$ cat src/rtl/pipe_stage_buf.sv
// Pipeline stage boundary register with valid/ready handshake, synchronous flush
// and a two-entry skid buffer so in_ready never depends combinationally on out_ready.
module pipe_stage_buf #(
  parameter int CTRL_W       = 16,
  parameter int DATA_W       = 192,
  parameter int ZERO_INVALID = 1,
  parameter int CNT_W        = 16
) (
  input  logic              clk,
  input  logic              rst_n,
  input  logic              flush,
  input  logic              in_valid,
  output logic              in_ready,
  input  logic [CTRL_W-1:0] in_ctrl,
  input  logic [DATA_W-1:0] in_data,
  output logic              out_valid,
  input  logic              out_ready,
  output logic [CTRL_W-1:0] out_ctrl,
  output logic [DATA_W-1:0] out_data,
  output logic [1:0]        occupancy,
  output logic [CNT_W-1:0]  stall_cnt
);

  typedef enum logic [1:0] {
    EMPTY = 2'd0,
    ONE   = 2'd1,
    FULL  = 2'd2
  } state_t;

  state_t            state;
  logic [CTRL_W-1:0] main_ctrl, skid_ctrl;
  logic [DATA_W-1:0] main_data, skid_data;
  logic              accept, drain;

  // Handshake outputs come only from the state register (and rst_n), which
  // breaks the ready path between neighbouring stages.
  assign out_valid = (state != EMPTY);
  assign in_ready  = (state != FULL) && rst_n;
  assign occupancy = state;

  assign accept = in_valid && in_ready;
  assign drain  = out_valid && out_ready;

  // NOTE: the entry registers are reset too; a bubble must never expose stale or X payload.
  always_ff @(posedge clk or negedge rst_n) begin
    if (!rst_n) begin
      // NOTE: all sequential state uses <= so every register samples pre-edge values.
      state     <= EMPTY;
      main_ctrl <= '0;
      main_data <= '0;
      skid_ctrl <= '0;
      skid_data <= '0;
    end else if (flush) begin
      state <= EMPTY;
    end else begin
      case (state)
        EMPTY: begin
          if (accept) begin
            state     <= ONE;
            main_ctrl <= in_ctrl;
            main_data <= in_data;
          end
        end
        ONE: begin
          if (accept && drain) begin
            main_ctrl <= in_ctrl;
            main_data <= in_data;
          end else if (accept) begin
            state     <= FULL;
            skid_ctrl <= in_ctrl;
            skid_data <= in_data;
          end else if (drain) begin
            state <= EMPTY;
          end
        end
        FULL: begin
          if (drain) begin
            state     <= ONE;
            main_ctrl <= skid_ctrl;
            main_data <= skid_data;
          end
        end
        default: state <= EMPTY;
      endcase
    end
  end

  // Stall counter keeps counting through a flush cycle and never wraps.
  always_ff @(posedge clk or negedge rst_n) begin
    if (!rst_n) begin
      stall_cnt <= '0;
    end else if (out_valid && !out_ready && (stall_cnt != {CNT_W{1'b1}})) begin
      stall_cnt <= stall_cnt + 1'b1;
    end
  end

  generate
    if (ZERO_INVALID != 0) begin : g_mask
      assign out_ctrl = out_valid ? main_ctrl : '0;
      assign out_data = out_valid ? main_data : '0;
    end else begin : g_nomask
      assign out_ctrl = main_ctrl;
      assign out_data = main_data;
    end
  endgenerate

endmodule

$ cat config.mk
export PLATFORM = sky130hd
export DESIGN_NAME = pipe_stage_buf
export DESIGN_NICKNAME = d
export VERILOG_FILES = /design/src/rtl/pipe_stage_buf.sv
export SDC_FILE = /design/constraint.sdc
export NUM_CORES = 1
export LEC_CHECK = 0
export BUFFER_PORTS_ARGS = -buffer_cell sky130_fd_sc_hd__buf_2
export CAP_MARGIN = 20
export CORE_UTILIZATION = 56
export CTS_BUF_LIST = sky130_fd_sc_hd__clkbuf_4
export DETAILED_ROUTE_END_ITERATION = 6
export GPL_ROUTABILITY_DRIVEN = 0
export GPL_TIMING_DRIVEN = 0
export PLACE_DENSITY = 0.89
export REMOVE_ABC_BUFFERS = 1
export SYNTH_ARGS = -nofsm -noshare
export SYNTH_HDL_FRONTEND = slang
export SYNTH_SLANG_ARGS = --single-unit
$ cat constraint.sdc
create_clock -name clk -period 2.8 [get_ports clk]
set_clock_uncertainty 0.1 [all_clocks]
set_input_delay 0.7 -clock clk [delete_from_list [all_inputs] [get_ports clk]]
set_output_delay 0.7 -clock clk [all_outputs]
set_load 0.02 [all_outputs]
==> run_results.csv <==
group,metric,value,unit
clock_network,h-tree-depth,3,
synth,synth.area.top_cells,"dfrtp_1 56%, mux2_2 10%, nand2_1 8.2%",
setup_path,worst-r2r-cell-count,11,
setup_path,startpoint_type,"flip-flop",
outcome,status,"finished with violations",
hold_path,hold_class,"input port to flip-flop",
detailed_routing,num_vias,20500,
floorplan,ios,441,
place,dp.cells,2678,
setup_path,arrival,2310,ps
detailed_routing,viasPerCell,6.57,
synth,synth_common_cells,"434 x dfrtp_1, 422 x nand2_1, 213 x nor2_1, 211 x a31oi_1, 209 x and2_1",
cells_and_area,finalNonFillerCells,3116,
synth,synth.most_common_cell,"dfrtp_1",
clock_network,clock_latency,850,ps
synth,async_reset_ff_share,100,%
detailed_routing,wl_per_cell,27.3,microns
pwr,ir_worst_vdd,0.000553,V
cells_and_area,multi_input_area,8050,sq um
cells_and_area,area_growth,40.5,%
clock_network,cts_tree,"built",
place,placed_area,22300,sq um
place,dpl_worst_slack,-1230,ps
detailed_routing,wl_met2,37.8,mm
synth,netlist_area,19300,sq um
cells_and_area,drive_gt1_share,35.7,%
sta,hold_viol_final,0,
clock_network,clockBufferDepth,3,
synth,ys_warn_count,0,
sta,setup_viol,210,
synth,synth-edff-count,0,
synth,synth_area_per_cell,10.2,sq um
setup_path,end_kind,"primary output",
detailed_routing,drc,8,
pwr,power_density,690,nW/um^2
setup_path,worst-path-buf-inv,3,
floorplan,design.die.area,35200,sq um
place,place_hpwl,34.3,mm
synth,yosys.area.top_type,"dfrtp_1",
grt,grt_pass1_wl,117,mm
synth,synth.distinct_cells,37,
clock_network,cts_root_buffer,"clkbuf_4",
sta,fmax,322,MHz
setup_path,critPathKind,"flip-flop to primary output",
synth,synth_seq_cells,434,
detailed_routing,wl,85.1,mm
floorplan,rows,67,
setup_path,crit_family,"buffers and inverters",
detailed_routing,firstDrtPassIters,7,
cells_and_area,fin_area,27100,sq um
floorplan,dieWidth,188,microns
floorplan,initial_core_util,57.2,%
grt,grtUsageTotal,43.2,%
setup_path,crit_fanout,25,
hold_path,min_from,"in_data[77]",
synth,synth_ff_type,"dfrtp_1",
sta,fin_crit_sh,111,%
sta,slew-limit-headroom,37.2,%
sta,worst-slew-pin-transition,942,ps
hold_path,whs_path_depth,2,
place,io_buffer_count,440,
grt,overflow,0,
sta,rsz0062_at_grt,"true",
cells_and_area,num-fill-cells,1522,
grt,grt_max_degree,107,
setup_path,crit_slowest_cell,"dfrtp_2",
hold_path,min_to,"skid_data[77]",
run,cap_violations,0,
synth,yosys.area.top_type_share,56.3,%
grt,antenna_found_initial,18,
detailed_routing,routed.top_layer,"met5",
cells_and_area,register_area,10900,sq um
floorplan,die_h,188,microns
setup_path,crit_required,2000,ps
sta,fin_crit,3110,ps
pwr,p_leak,13.3,nW
detailed_routing,ant_nets,0,
detailed_routing,wl_met1,25.5,mm
detailed_routing,drtIter0Drc,2899,
grt,grt_pass1_vias,21000,
outcome,violations,"design-rule violations, negative setup slack",
clock_network,clock-sinks,434,
synth,ys_seq_area_share,56.3,%
setup_path,slowest_delay,400,ps
setup_path,cpMostUsedCell,"buf_16",
sta,setup_tns,-47950,ps
synth,synth_cells,1891,
setup_path,r2r-start,"occupancy[1]",
floorplan,core,33700,sq um
setup_path,crit_chain,"or2_4 -> buf_16 -> buf_16 -> and2_1 -> buf_2",
setup_path,ff2ff_setup_slack,0,ps
setup_path,timing.rr.end,"main_data[171]",
cells_and_area,layout.nets,2785,
sta,fin_ws,-308,ps
detailed_routing,wl_met3,12.2,mm
clock_network,cts_buffers,111,
sta,whs,38.8,ps
sta,slew_violations,0,
clock_network,clk_transition_reported_paths,70,ps
-- repair_timing --
item	4_1_cts	5_1_grt
pin swaps	6	9
setup buffers	16	9
endpoints found under the setup margin	256	271
gates cloned	19	9
gates resized for setup	146	148
hold buffers	181	0
hold endpoints to repair	394	0
-- worst max-delay path by stage --
| stage | start | end | slack [ps] | depth (start not counted) |
|---|---|---|---|---|
| global placement | rst_n | main_data[2] | -29030 | 4 |
| global route | occupancy[1] | out_data[155] | -370 | 5 |
| floorplan | out_ready | main_ctrl[0] | -15170 | 3 |
| detailed placement | rst_n | skid_data[117] | -1230 | 13 |
| CTS | occupancy[1] | out_data[19] | -300 | 5 |
| finish | occupancy[1] | out_data[155] | -310 | 5 |
-- through the flow --
step | total power [mW] | utilization, %
2_1_floorplan | 10.4 | -
3_3_place_gp | 11.4 | 63.5
3_5_place_dp | 11.4 | 66.2
4_1_cts | 17.6 | 78.8
5_1_grt | 19.3 | 80.4
6_report | 18.7 | 80.4
-- flip-flops by register name, indices dropped and copies added, names as in the netlist --
signal     cells
main_ctrl     16
main_data    192
occupancy      2
skid_ctrl     16
skid_data    192
stall_cnt     16
-- routing by layer --
layer	global-route usage [%]	vias to the layer above
met5	0	-
met4	36.2	12
met3	15.2	859
met2	69.5	2249
met1	45.6	9566
li1	-	7798
-- worst reg2reg max path, stage by stage, from the launching register on --
cell and delay (ps):
dfrtp_2 400, buf_4 170, buf_12 160, nand4bb_4 270
a31oi_4 260, buf_6 180, buf_12 200, buf_16 220
buf_16 210, buf_16 190, nor2_1 90, a31oi_1 240
-- where the power goes --
part           internal (mW)  switching [mW]  total [mW]
logic                   1.92            2.29        4.21
clock network           2.99            2.98        5.97
registers               7.55           0.982        8.54
-- layout by cell type (no fill, tap or decap), drive strengths merged, types with 11 or more instances in the layout --
cell and instances:
dlygate4sd3 176, clkbuf 162, and2 209, mux2 209
diode 15, buf 508, clkinv 35, xor2 11
dfrtp 434, nor2 213, nand2 422, a31oi 211
-- logic make-up after synthesis --
logic type	Yosys count	share of synthesized area [%]
compound gates	221	7.21
xor+xnor	12	0.545
fa+ha+maj	1	0.0649
buf+inv	139	3.43
flops	434	56.3
mux	209	12.2
simple gates	875	20.2
-- final cells by class --
class / instances / area share, %
diodes: 15 / 0.139
clock buffers: 154 / 4.27
flip-flops and latches: 434 / 40.1
clock inverters: 41 / 1.08
multi-input cells: 1326 / 29.7
well taps: 448 / 2.07
repair buffers: 698 / 22.7
No activity file was read; power rests on OpenSTA's default activity.
